===== src/rtl/scr1_dmem_port_adapter.sv =====
// Data-side front end for the dual-port TCM RAM: checks core dmem requests,
// drives RAM port B combinationally and returns a one-cycle pipelined response.
module scr1_dmem_port_adapter #(
    parameter int          SCR1_WIDTH = 32,
    parameter logic [31:0] SCR1_SIZE  = 32'h00010000,
    parameter logic [31:0] SCR1_BASE  = 32'h00480000,
    parameter int          AW         = $clog2(SCR1_SIZE)
) (
    input  logic                    clk,
    input  logic                    rst,
    input  logic                    dmem_req,
    output logic                    dmem_req_ack,
    input  logic                    dmem_cmd,
    input  logic [1:0]              dmem_width,
    input  logic [31:0]             dmem_addr,
    input  logic [SCR1_WIDTH-1:0]   dmem_wdata,
    output logic [SCR1_WIDTH-1:0]   dmem_rdata,
    output logic [1:0]              dmem_resp,
    output logic                    mem_renb,
    output logic                    mem_wenb,
    output logic [SCR1_WIDTH/8-1:0] mem_webb,
    output logic [AW-3:0]           mem_addrb,
    output logic [SCR1_WIDTH-1:0]   mem_datab,
    input  logic [SCR1_WIDTH-1:0]   mem_qb
);

    localparam int BW = SCR1_WIDTH / 8;

    typedef enum logic [1:0] {
        W_BYTE    = 2'd0,
        W_HALF    = 2'd1,
        W_WORD    = 2'd2,
        W_ILLEGAL = 2'd3
    } width_e;

    typedef enum logic [1:0] {
        RESP_IDLE = 2'd0,
        RESP_OK   = 2'd1,
        RESP_ERR  = 2'd2
    } resp_e;

    logic          acc;
    logic [1:0]    off;
    logic          inr;
    logic          mis;
    logic          err;
    logic [BW-1:0] be;

    logic          r_vld;
    logic          r_err;
    logic          r_rd;
    logic [1:0]    r_off;
    width_e        r_w;

    logic [SCR1_WIDTH-1:0] q_shift;

    assign dmem_req_ack = !rst;
    assign acc          = dmem_req & dmem_req_ack;
    assign off          = dmem_addr[1:0];
    assign inr          = (dmem_addr & ~(SCR1_SIZE - 32'd1)) == SCR1_BASE;
    assign err          = !inr | mis;

    // NOTE: every variable gets a default before the case so no latch is inferred.
    always_comb begin
        mis = 1'b0;
        be  = '1;
        case (width_e'(dmem_width))
            W_BYTE:    be  = BW'(4'b0001) << off;
            W_HALF:    begin
                be  = BW'(4'b0011) << off;
                mis = off[0];
            end
            W_WORD:    mis = (off != 2'd0);
            W_ILLEGAL: mis = 1'b1;
            default:   mis = 1'b1;
        endcase
    end

    assign mem_addrb = dmem_addr[AW-1:2];
    assign mem_renb  = acc & !err & !dmem_cmd;
    assign mem_wenb  = acc & !err & dmem_cmd;
    assign mem_webb  = mem_wenb ? be : '0;
    assign mem_datab = dmem_wdata << {off, 3'b000};

    // NOTE: state registers use non-blocking assignments so all flops update together.
    always_ff @(posedge clk) begin
        if (rst) begin
            r_vld <= 1'b0;
            r_err <= 1'b0;
            r_rd  <= 1'b0;
            r_off <= 2'd0;
            r_w   <= W_BYTE;
        end else begin
            r_vld <= acc;
            r_err <= err;
            r_rd  <= !dmem_cmd;
            r_off <= off;
            r_w   <= width_e'(dmem_width);
        end
    end

    assign q_shift = mem_qb >> {r_off, 3'b000};

    always_comb begin
        dmem_resp  = RESP_IDLE;
        dmem_rdata = '0;
        if (r_vld) begin
            dmem_resp = r_err ? RESP_ERR : RESP_OK;
            if (!r_err && r_rd) begin
                case (r_w)
                    W_BYTE:  dmem_rdata = SCR1_WIDTH'(q_shift[7:0]);
                    W_HALF:  dmem_rdata = SCR1_WIDTH'(q_shift[15:0]);
                    default: dmem_rdata = q_shift;
                endcase
            end
        end
    end

endmodule

===== config.mk =====
export PLATFORM = sky130hd
export DESIGN_NAME = scr1_dmem_port_adapter
export DESIGN_NICKNAME = d
export VERILOG_FILES = /design/src/rtl/scr1_dmem_port_adapter.sv
export SDC_FILE = /design/constraint.sdc
export NUM_CORES = 1
export LEC_CHECK = 0
export CAP_MARGIN = 20
export CORE_AREA = 5 5 69 96
export CTS_CLUSTER_DIAMETER = 120
export DETAILED_ROUTE_END_ITERATION = 16
export DIE_AREA = 0 0 74 101
export GPL_TIMING_DRIVEN = 0
export HOLD_SLACK_MARGIN = 0.12
export PLACE_DENSITY = 0.85
export SYNTH_ARGS = -nofsm -noshare
export SYNTH_HDL_FRONTEND = slang
export SYNTH_SLANG_ARGS = --single-unit

===== constraint.sdc =====
create_clock -name clk -period 3 [get_ports clk]
set_clock_uncertainty 0.05 [all_clocks]
set_input_delay 0.6 -clock clk [delete_from_list [all_inputs] [get_ports clk]]
set_output_delay 0.6 -clock clk [all_outputs]
set_load 0.01 [all_outputs]

==> impl_results.md, run 1 <==
* Run status: completed
* Cell count after synthesis at 226
* Switching fraction of total power at between 30 and 40%
* DR vias at approximately 2.4k
* Adder and majority gate portion of the synthesized area at 0%
* Max-slew violation count at 0
* Kind of path behind the tightest hold check: in2reg
* Data arrival time of the critical path at 2.29 ns
* Count of flip-flops with a built-in enable after synthesis at 0
* Post-synthesis register bit count at 7
* End point of the critical path: mem_datab[8]
* Cell Area, Synth at around 1700 um2
* Floorplan core area at 5740 um2
* Smallest setup slack after layout at 0.0643 ns
* Synthesized-area fraction occupied by ao, oa, aoi and oai cells at 22.8%
* Final core area utilization at a little over three fifths
* Area share of and/or/nand/nor cells after synthesis at 36.4%
* Final setup violation count at 0
* Final period demand of the worst path at 2.94 ns
* Clock-pin slew reported for the worst setup and hold paths after clock tree synthesis at 0.04 ns
* Clock group share of total power at 19.6%
* Clock tree from TritonCTS: done
* First-pass GRT wire length at between 10 and 15 mm
* Max FO, Critical Path at 10
* Number of maximum-capacitance violations at 0
* Primary flip-flop cell chosen by synthesis mapping: sky130_fd_sc_hd__dfxtp_1
* Global Route Usage Sum at 20.9%
* Net total in the final layout at 507
* Least-Margin Pin Slew at slightly above 0.7 ns
* Unrepaired setup endpoints after global routing: no
* Vertical extent of the die at 101 um
* Post-detailed-route wirelength per cell at 17.6 um
* Endpoints failing hold at 0
* Synthesized Nets at 328
* Post-detail-place hpwl at just over 7 mm
* # diodes at 0
* Hold path startpoint: dmem_width[1]
* Static power due to leakage at between 1.5 and 2 nW
* Initial DRC Count at 60
* Fraction of synthesized cell area in xor and xnor cells at 0%
* Max Fclk at 0.341 GHz
* Number of library cell types mapped by synthesis at 31
* Number of warnings printed during yosys synthesis at 0
* Leading post-synthesis cells by instance count: sky130_fd_sc_hd__mux2i_1 (32), sky130_fd_sc_hd__nor2_1 (29), sky130_fd_sc_hd__a211oi_1 (24)
* Period Utilization, post-route at 97.9%
* Initial core utilization at 28.8%
* # rows at 33
* Max Root-Sink Buffers at 2
* Combinational family with the most area after synthesis: simple AND/OR/NAND/NOR gates
* Power density relative to cell area at ~180 nW/um2
* Sort of element at the end of the critical path: output pin
* GP Congestion at 0.892
* Worst vdd rail ir drop at 0.0000946 V
* Leading cell types by total area after synthesis: sky130_fd_sc_hd__mux2i_1 (19%), sky130_fd_sc_hd__a211oi_1 (11%), sky130_fd_sc_hd__nor2b_1 (8.7%)
* Sequential area share after synthesis at 8.47%
* Final Routed Wirelength at 8.32 mm
* Die footprint at about 7500 um2
* Element type at the critical path start: input pin
* Most frequently used cell type in the post-synthesis netlist: sky130_fd_sc_hd__mux2i_1
* Area share of the largest cell type after synthesis at 19.4%
* Sum of overflow across all layers after global routing at 0
* Multiplexer share of the synthesized area at 19.4%
* Clock sink total at 7
* Initial antenna violation count at 0
* Layout cells sized above 1 at 11.9%
* Clock root buffer master: sky130_fd_sc_hd__clkbuf_8
* Power dissipated by switching net loads at 213 uW
* I/O Buffers at between 150 and 200
* Layout Cell Area excl Fill at roughly 3600 um2
* Post-placement cell area at 3480 um2
* Flop pwr share at between 15 and 20%
* Fraction of synthesis flops using an asynchronous set or reset pin at 0%
* Area Growth Syn to Fin at 119%
* Biggest area consumer among synthesized cells: sky130_fd_sc_hd__mux2i_1
* Mean area per synthesized cell at 7.32 um2
* Maximum number of pins on one net before global-route repair at 11
* Horiz. Die Dim at 74 um
* Average vias per placed instance at between 5 and 6
* DR DRC count at 0
* Req. time, crit path at 2.35 ns
* Clock H-tree levels at 1
* Design internal power at 444 uW
* Number of search-and-repair iterations in the first detailed-routing pass at 4
* Critical path class: in2out
* Worst rel slew slack at a little over half
* Number of clock buffers inserted by TritonCTS at 3
* Number of filler instances in the final layout at 537
* Count of antenna-violating nets left after detailed routing at 0
* I/O pin count at 189
* Via count of the first global-routing pass at around 2.5k
* Combinational Power Share at 65.1%
* Crit path launch: dmem_addr[0]
* Place WS at -0.253 ns
-- area by class of cell --
class                           instances  area [um2]  area share (%)
Clock buffer                            4        45.0            1.24
Timing Repair Buffer                  174        1760            48.5
Sequential cell                         7         140            3.87
Inverter                                2        7.51           0.207
Buffer                                 33         233            6.42
Tap cell                               70        87.6            2.42
Multi-Input combinational cell        184        1350            37.4
-- worst max-delay path: stages --
cell	delay [ns]
sky130_fd_sc_hd__clkdlybuf4s50_1	0.52
sky130_fd_sc_hd__buf_6	0.18
sky130_fd_sc_hd__buf_8	0.17
sky130_fd_sc_hd__mux2i_2	0.24
sky130_fd_sc_hd__nor2_1	0.09
sky130_fd_sc_hd__clkdlybuf4s50_1	0.49
-- metal layers --
| layer | vias to the layer above | global-route usage, % | wire [um] |
|---|---|---|---|
| met5 | - | 0 | 0 |
| met4 | 0 | 7.95 | 242 |
| met3 | 23 | 9.48 | 1310 |
| met2 | 176 | 37.8 | 4050 |
| met1 | 1085 | 20.1 | 2720 |
| li1 | 1153 | - | - |
-- layout by cell type, fill, tap and decap left out, drive strengths merged --
master           n
nand4b           1
a2bb2oi          7
dlygate4sd2     10
o21ai            8
nand3            1
dfxtp            7
nand3b           1
and2            17
or3b             1
o21bai           1
or2              1
nor2            29
dlymetal6s2s    11
clkdlybuf4s50  153
and3b            3
nand2b           1
inv              2
nor3             5
nor2b           23
a211oi          24
clkbuf          11
mux2i           32
o22a             1
o31ai            1
a21oi           10
nor4b            3
o31a             1
buf             26
nor4             3
nand2           10
-- power groups by stage --
stage | clock network (mW) | logic [mW] | registers, mW
2_1_floorplan | 0 | 0.169 | 0.101
3_3_place_gp | 0 | 0.415 | 0.102
3_5_place_dp | 0 | 0.420 | 0.102
4_1_cts | 0.133 | 0.424 | 0.100
5_1_grt | 0.139 | 0.455 | 0.101
6_report | 0.129 | 0.428 | 0.100
-- repair_timing --
| action | 4_1_cts | 5_1_grt |
|---|---|---|
| cloned | 0 | 0 |
| setup buffers | 0 | 0 |
| setup endpoints to repair | 35 | 21 |
| resized for setup | 21 | 20 |
| hold buffers | 0 | 0 |
-- cells by family after synthesis --
| family | Yosys count |
|---|---|
| buffers and inverters | 35 |
| DFF | 7 |
| AOI/OAI and AO/OA | 53 |
| and+or+nand+nor | 99 |
| muxes | 32 |
-- stage by stage --
| step | total power, mW | hold slack (ns) | cells | TNS, ns |
|---|---|---|---|---|
| final | 0.657 | 0.862 | 474 | 0 |
| after detailed placement | 0.522 | 1.13 | 470 | -3.20 |
| after global placement | 0.517 | 1.11 | 470 | -2.81 |
| after floorplan | 0.271 | 0.617 | 226 | 0 |
| after CTS | 0.658 | 0.854 | 474 | 0 |
| after global routing | 0.695 | 0.873 | 474 | 0 |
-- state kept, by name, indices dropped and copies added (netlist names) --
name / count
r_rd: 1
r_off: 2
r_w: 2
r_vld: 1
r_err: 1
-- worst min path at each step --
| stage | end | slack [ns] | cells after the start |
|---|---|---|---|
| global route | r_w[1] | 0.87 | 2 |
| CTS | r_w[1] | 0.85 | 2 |
| detailed placement | r_rd | 1.13 | 2 |
| finish | r_w[1] | 0.86 | 2 |
| global placement | r_rd | 1.11 | 2 |
| floorplan | r_off[1] | 0.62 | 1 |
Note: power is estimated with default switching activity, not from simulation.
==> inputs of run 2 (changes only) <==
- CTS_CLUSTER_DIAMETER: 120 -> not set
- RECOVER_POWER: not set -> 50
==> run 2 against run 1 <==
  * Routed wire length fell by 0.72%
  * Die area did not move
  * First-iteration DRC count rose by 27%
  * Via count fell by 1.4%
  * Sequential share of layout area rose by 0.067 points
  * Largest power group unchanged
  * Highest routed layer unchanged
==> impl_results.md, run 2 (synthesis results as in run 1) <==
* Clock root buffer master: sky130_fd_sc_hd__clkbuf_8 (unchanged)
* Max FO, Critical Path at 10 (unchanged)
* Critical path class: in2out (unchanged)
* Design internal power at 432 uW (was 444 uW)
* Global Route Usage Sum at 20.9% (unchanged)
* Post-detailed-route wirelength per cell at 17.4 um (was 17.6 um)
* Via count of the first global-routing pass at 2,512 (unchanged)
* Floorplan core area at 5740 um2 (unchanged)
* Number of search-and-repair iterations in the first detailed-routing pass at 4 (unchanged)
* DR vias at 2,402 (was 2,437)
* I/O pin count at 189 (unchanged)
* Clock tree from TritonCTS: done (unchanged)
* Combinational Power Share at 64.3% (was 65.1%)
* Sum of overflow across all layers after global routing at 0 (unchanged)
* Area Growth Syn to Fin at 115% (was 119%)
* Maximum number of pins on one net before global-route repair at 11 (unchanged)
* Number of filler instances in the final layout at 553 (was 537)
* Initial core utilization at 28.8% (unchanged)
* Max-slew violation count at 0 (unchanged)
* Final Routed Wirelength at 8.26 mm (was 8.32 mm)
* Run status: completed (unchanged)
* Flop pwr share at 15.6% (was 15.3%)
* Global-route met3 utilization at 9.48% (unchanged)
* End point of the critical path: mem_datab[8] (unchanged)
* Clock group share of total power at 20.0% (was 19.6%)
* Clock-pin slew reported for the worst setup and hold paths after clock tree synthesis at 0.04 ns (about the same)
* Horiz. Die Dim at 74 um (unchanged)
* Switching fraction of total power at 32.8% (was 32.4%)
* Clock sink total at 7 (unchanged)
* Initial antenna violation count at 0 (unchanged)
* Max Root-Sink Buffers at 2 (unchanged)
* Number of maximum-capacitance violations at 0 (unchanged)
* Average vias per placed instance at 5.07 (was 5.14)
* Hold buffer count at cts at 0 (unchanged)
* First-pass GRT wire length at 12.2 mm (unchanged)
* Final setup violation count at 0 (unchanged)
* Registers with the most flip-flops: r_off x2, r_w x2 (unchanged)
* Net total in the final layout at 507 (unchanged)
* Power dissipated by switching net loads at 211 uW (was 213 uW)
* Commonest non-fill, non-tap cell in the layout: sky130_fd_sc_hd__clkdlybuf4s50_1 (unchanged)
* Layout cells sized above 1 at 11.1% (was 11.9%)
* I/O Buffers at 174 (unchanged)
* Most frequent cells in the layout: sky130_fd_sc_hd__clkdlybuf4s50_1 (131), sky130_fd_sc_hd__mux2i_1 (31), sky130_fd_sc_hd__nor2_1 (28), sky130_fd_sc_hd__a211oi_1 (24), sky130_fd_sc_hd__nor2b_1 (23) (was sky130_fd_sc_hd__clkdlybuf4s50_1 (153), sky130_fd_sc_hd__mux2i_1 (29), sky130_fd_sc_hd__nor2_1 (28), sky130_fd_sc_hd__a211oi_1 (24), sky130_fd_sc_hd__nor2b_1 (23))
* Number of clock buffers inserted by TritonCTS at 3 (unchanged)
* Place WS at -0.253 ns (unchanged)
* Sort of element at the end of the critical path: output pin (unchanged)
* Crit path launch: dmem_addr[0] (unchanged)
* Element type at the critical path start: input pin (unchanged)
* Unrepaired setup endpoints after global routing: no (unchanged)
* Vertical extent of the die at 101 um (unchanged)
* Die footprint at 7470 um2 (unchanged)
* Endpoints failing hold at 0 (unchanged)
* Power density relative to cell area at 180 nW/um2 (was 181 nW/um2)
* Post-detail-place hpwl at 7.12 mm (unchanged)
* Worst rel slew slack at 53.0% (was 52.9%)
* Clock H-tree levels at 1 (unchanged)
* Final total power at 643 uW (was 657 uW)
* Least-Margin Pin Slew at 0.703 ns (was 0.705 ns)
* Req. time, crit path at 2.35 ns (about the same)
* Period Utilization, post-route at 97.6% (was 97.9%)
* Initial DRC Count at 76 (was 60)
* Kind of path behind the tightest hold check: in2reg (unchanged)
* DR DRC count at 0 (unchanged)
* Fraction of met2 tracks used by global routing at 37.8% (unchanged)
* Max Fclk at 0.342 GHz (was 0.341 GHz)
* GP Congestion at 0.892 (unchanged)
* Smallest setup slack after layout at 0.0725 ns (was 0.0643 ns)
* Busiest grt layer: met2 (unchanged)
* Count of antenna-violating nets left after detailed routing at 0 (unchanged)
* Global routing met1 resource utilization at 20.1% (unchanged)
* Final period demand of the worst path at 2.93 ns (was 2.94 ns)
* Static power due to leakage at 1.47 nW (was 1.54 nW)
* # rows at 33 (unchanged)
* Data arrival time of the critical path at 2.28 ns (was 2.29 ns)
* # diodes at 0 (unchanged)
* Worst vdd rail ir drop at 0.0000928 V (was 0.0000946 V)
[run 2: layout make-up]
cell class	instances	area (um2)	area share (%)
repair buffers	174	1700	47.8
well taps	70	87.6	2.46
multi-input cells	184	1350	37.8
clock buffers	4	45.0	1.26
inverters	2	7.51	0.211
plain buffers	33	231	6.50
flip-flops and latches	7	140	3.93
[run 2: per-layer routing]
metal | part of all wire, % | vias up
met1 | 33 | 1071
li1 | - | 1151
met4 | 2.6 | 0
met3 | 15 | 17
met5 | 0 | -
met2 | 49 | 163
[run 2: worst min-delay path by stage]
stage	startpoint	end	depth (start not counted)
6_report	dmem_width[1]	r_w[1]	2
3_5_place_dp	dmem_cmd	r_rd	2
5_1_grt	dmem_width[1]	r_w[1]	2
4_1_cts	dmem_width[1]	r_w[1]	2
3_3_place_gp	dmem_cmd	r_rd	2
2_1_floorplan	rst	r_off[1]	1
[run 2: repair_timing]
item                                    4_1_cts  5_1_grt
endpoints found under the setup margin       35       21
buffers inserted                              0        0
resized for setup                            21       20
[run 2: critical path, stage by stage]
cell and delay (ns):
sky130_fd_sc_hd__clkdlybuf4s50_1 0.51, sky130_fd_sc_hd__buf_6 0.18, sky130_fd_sc_hd__buf_8 0.17, sky130_fd_sc_hd__mux2i_2 0.24, sky130_fd_sc_hd__nor2_1 0.09, sky130_fd_sc_hd__clkdlybuf4s50_1 0.49
[run 2: stage by stage]
stage | area, um2 | utilization (%) | instances | TNS, ns | hold slack [ns]
after global routing | 3560 | 62.1 | 474 | 0 | 0.873
after global placement | 3480 | 60.7 | 470 | -2.81 | 1.11
after detailed placement | 3480 | 60.7 | 470 | -3.20 | 1.13
after CTS | 3560 | 62.0 | 474 | 0 | 0.854
after floorplan | 1650 | - | 226 | 0 | 0.617
final | 3560 | 62.1 | 474 | 0 | 0.862
[run 2: power by group through the flow]
stage	logic [mW]	clock network, mW	registers (mW)
2_1_floorplan	0.169	0	0.101
3_3_place_gp	0.415	0	0.102
3_5_place_dp	0.420	0	0.102
4_1_cts	0.424	0.133	0.100
5_1_grt	0.441	0.139	0.101
6_report	0.413	0.129	0.101
==> inputs of run 3 (changes only) <==
- SLEW_MARGIN: not set -> 0
==> results of run 3 <==
Same layout as run 2: the final DEF is identical, and so are final timing and power.
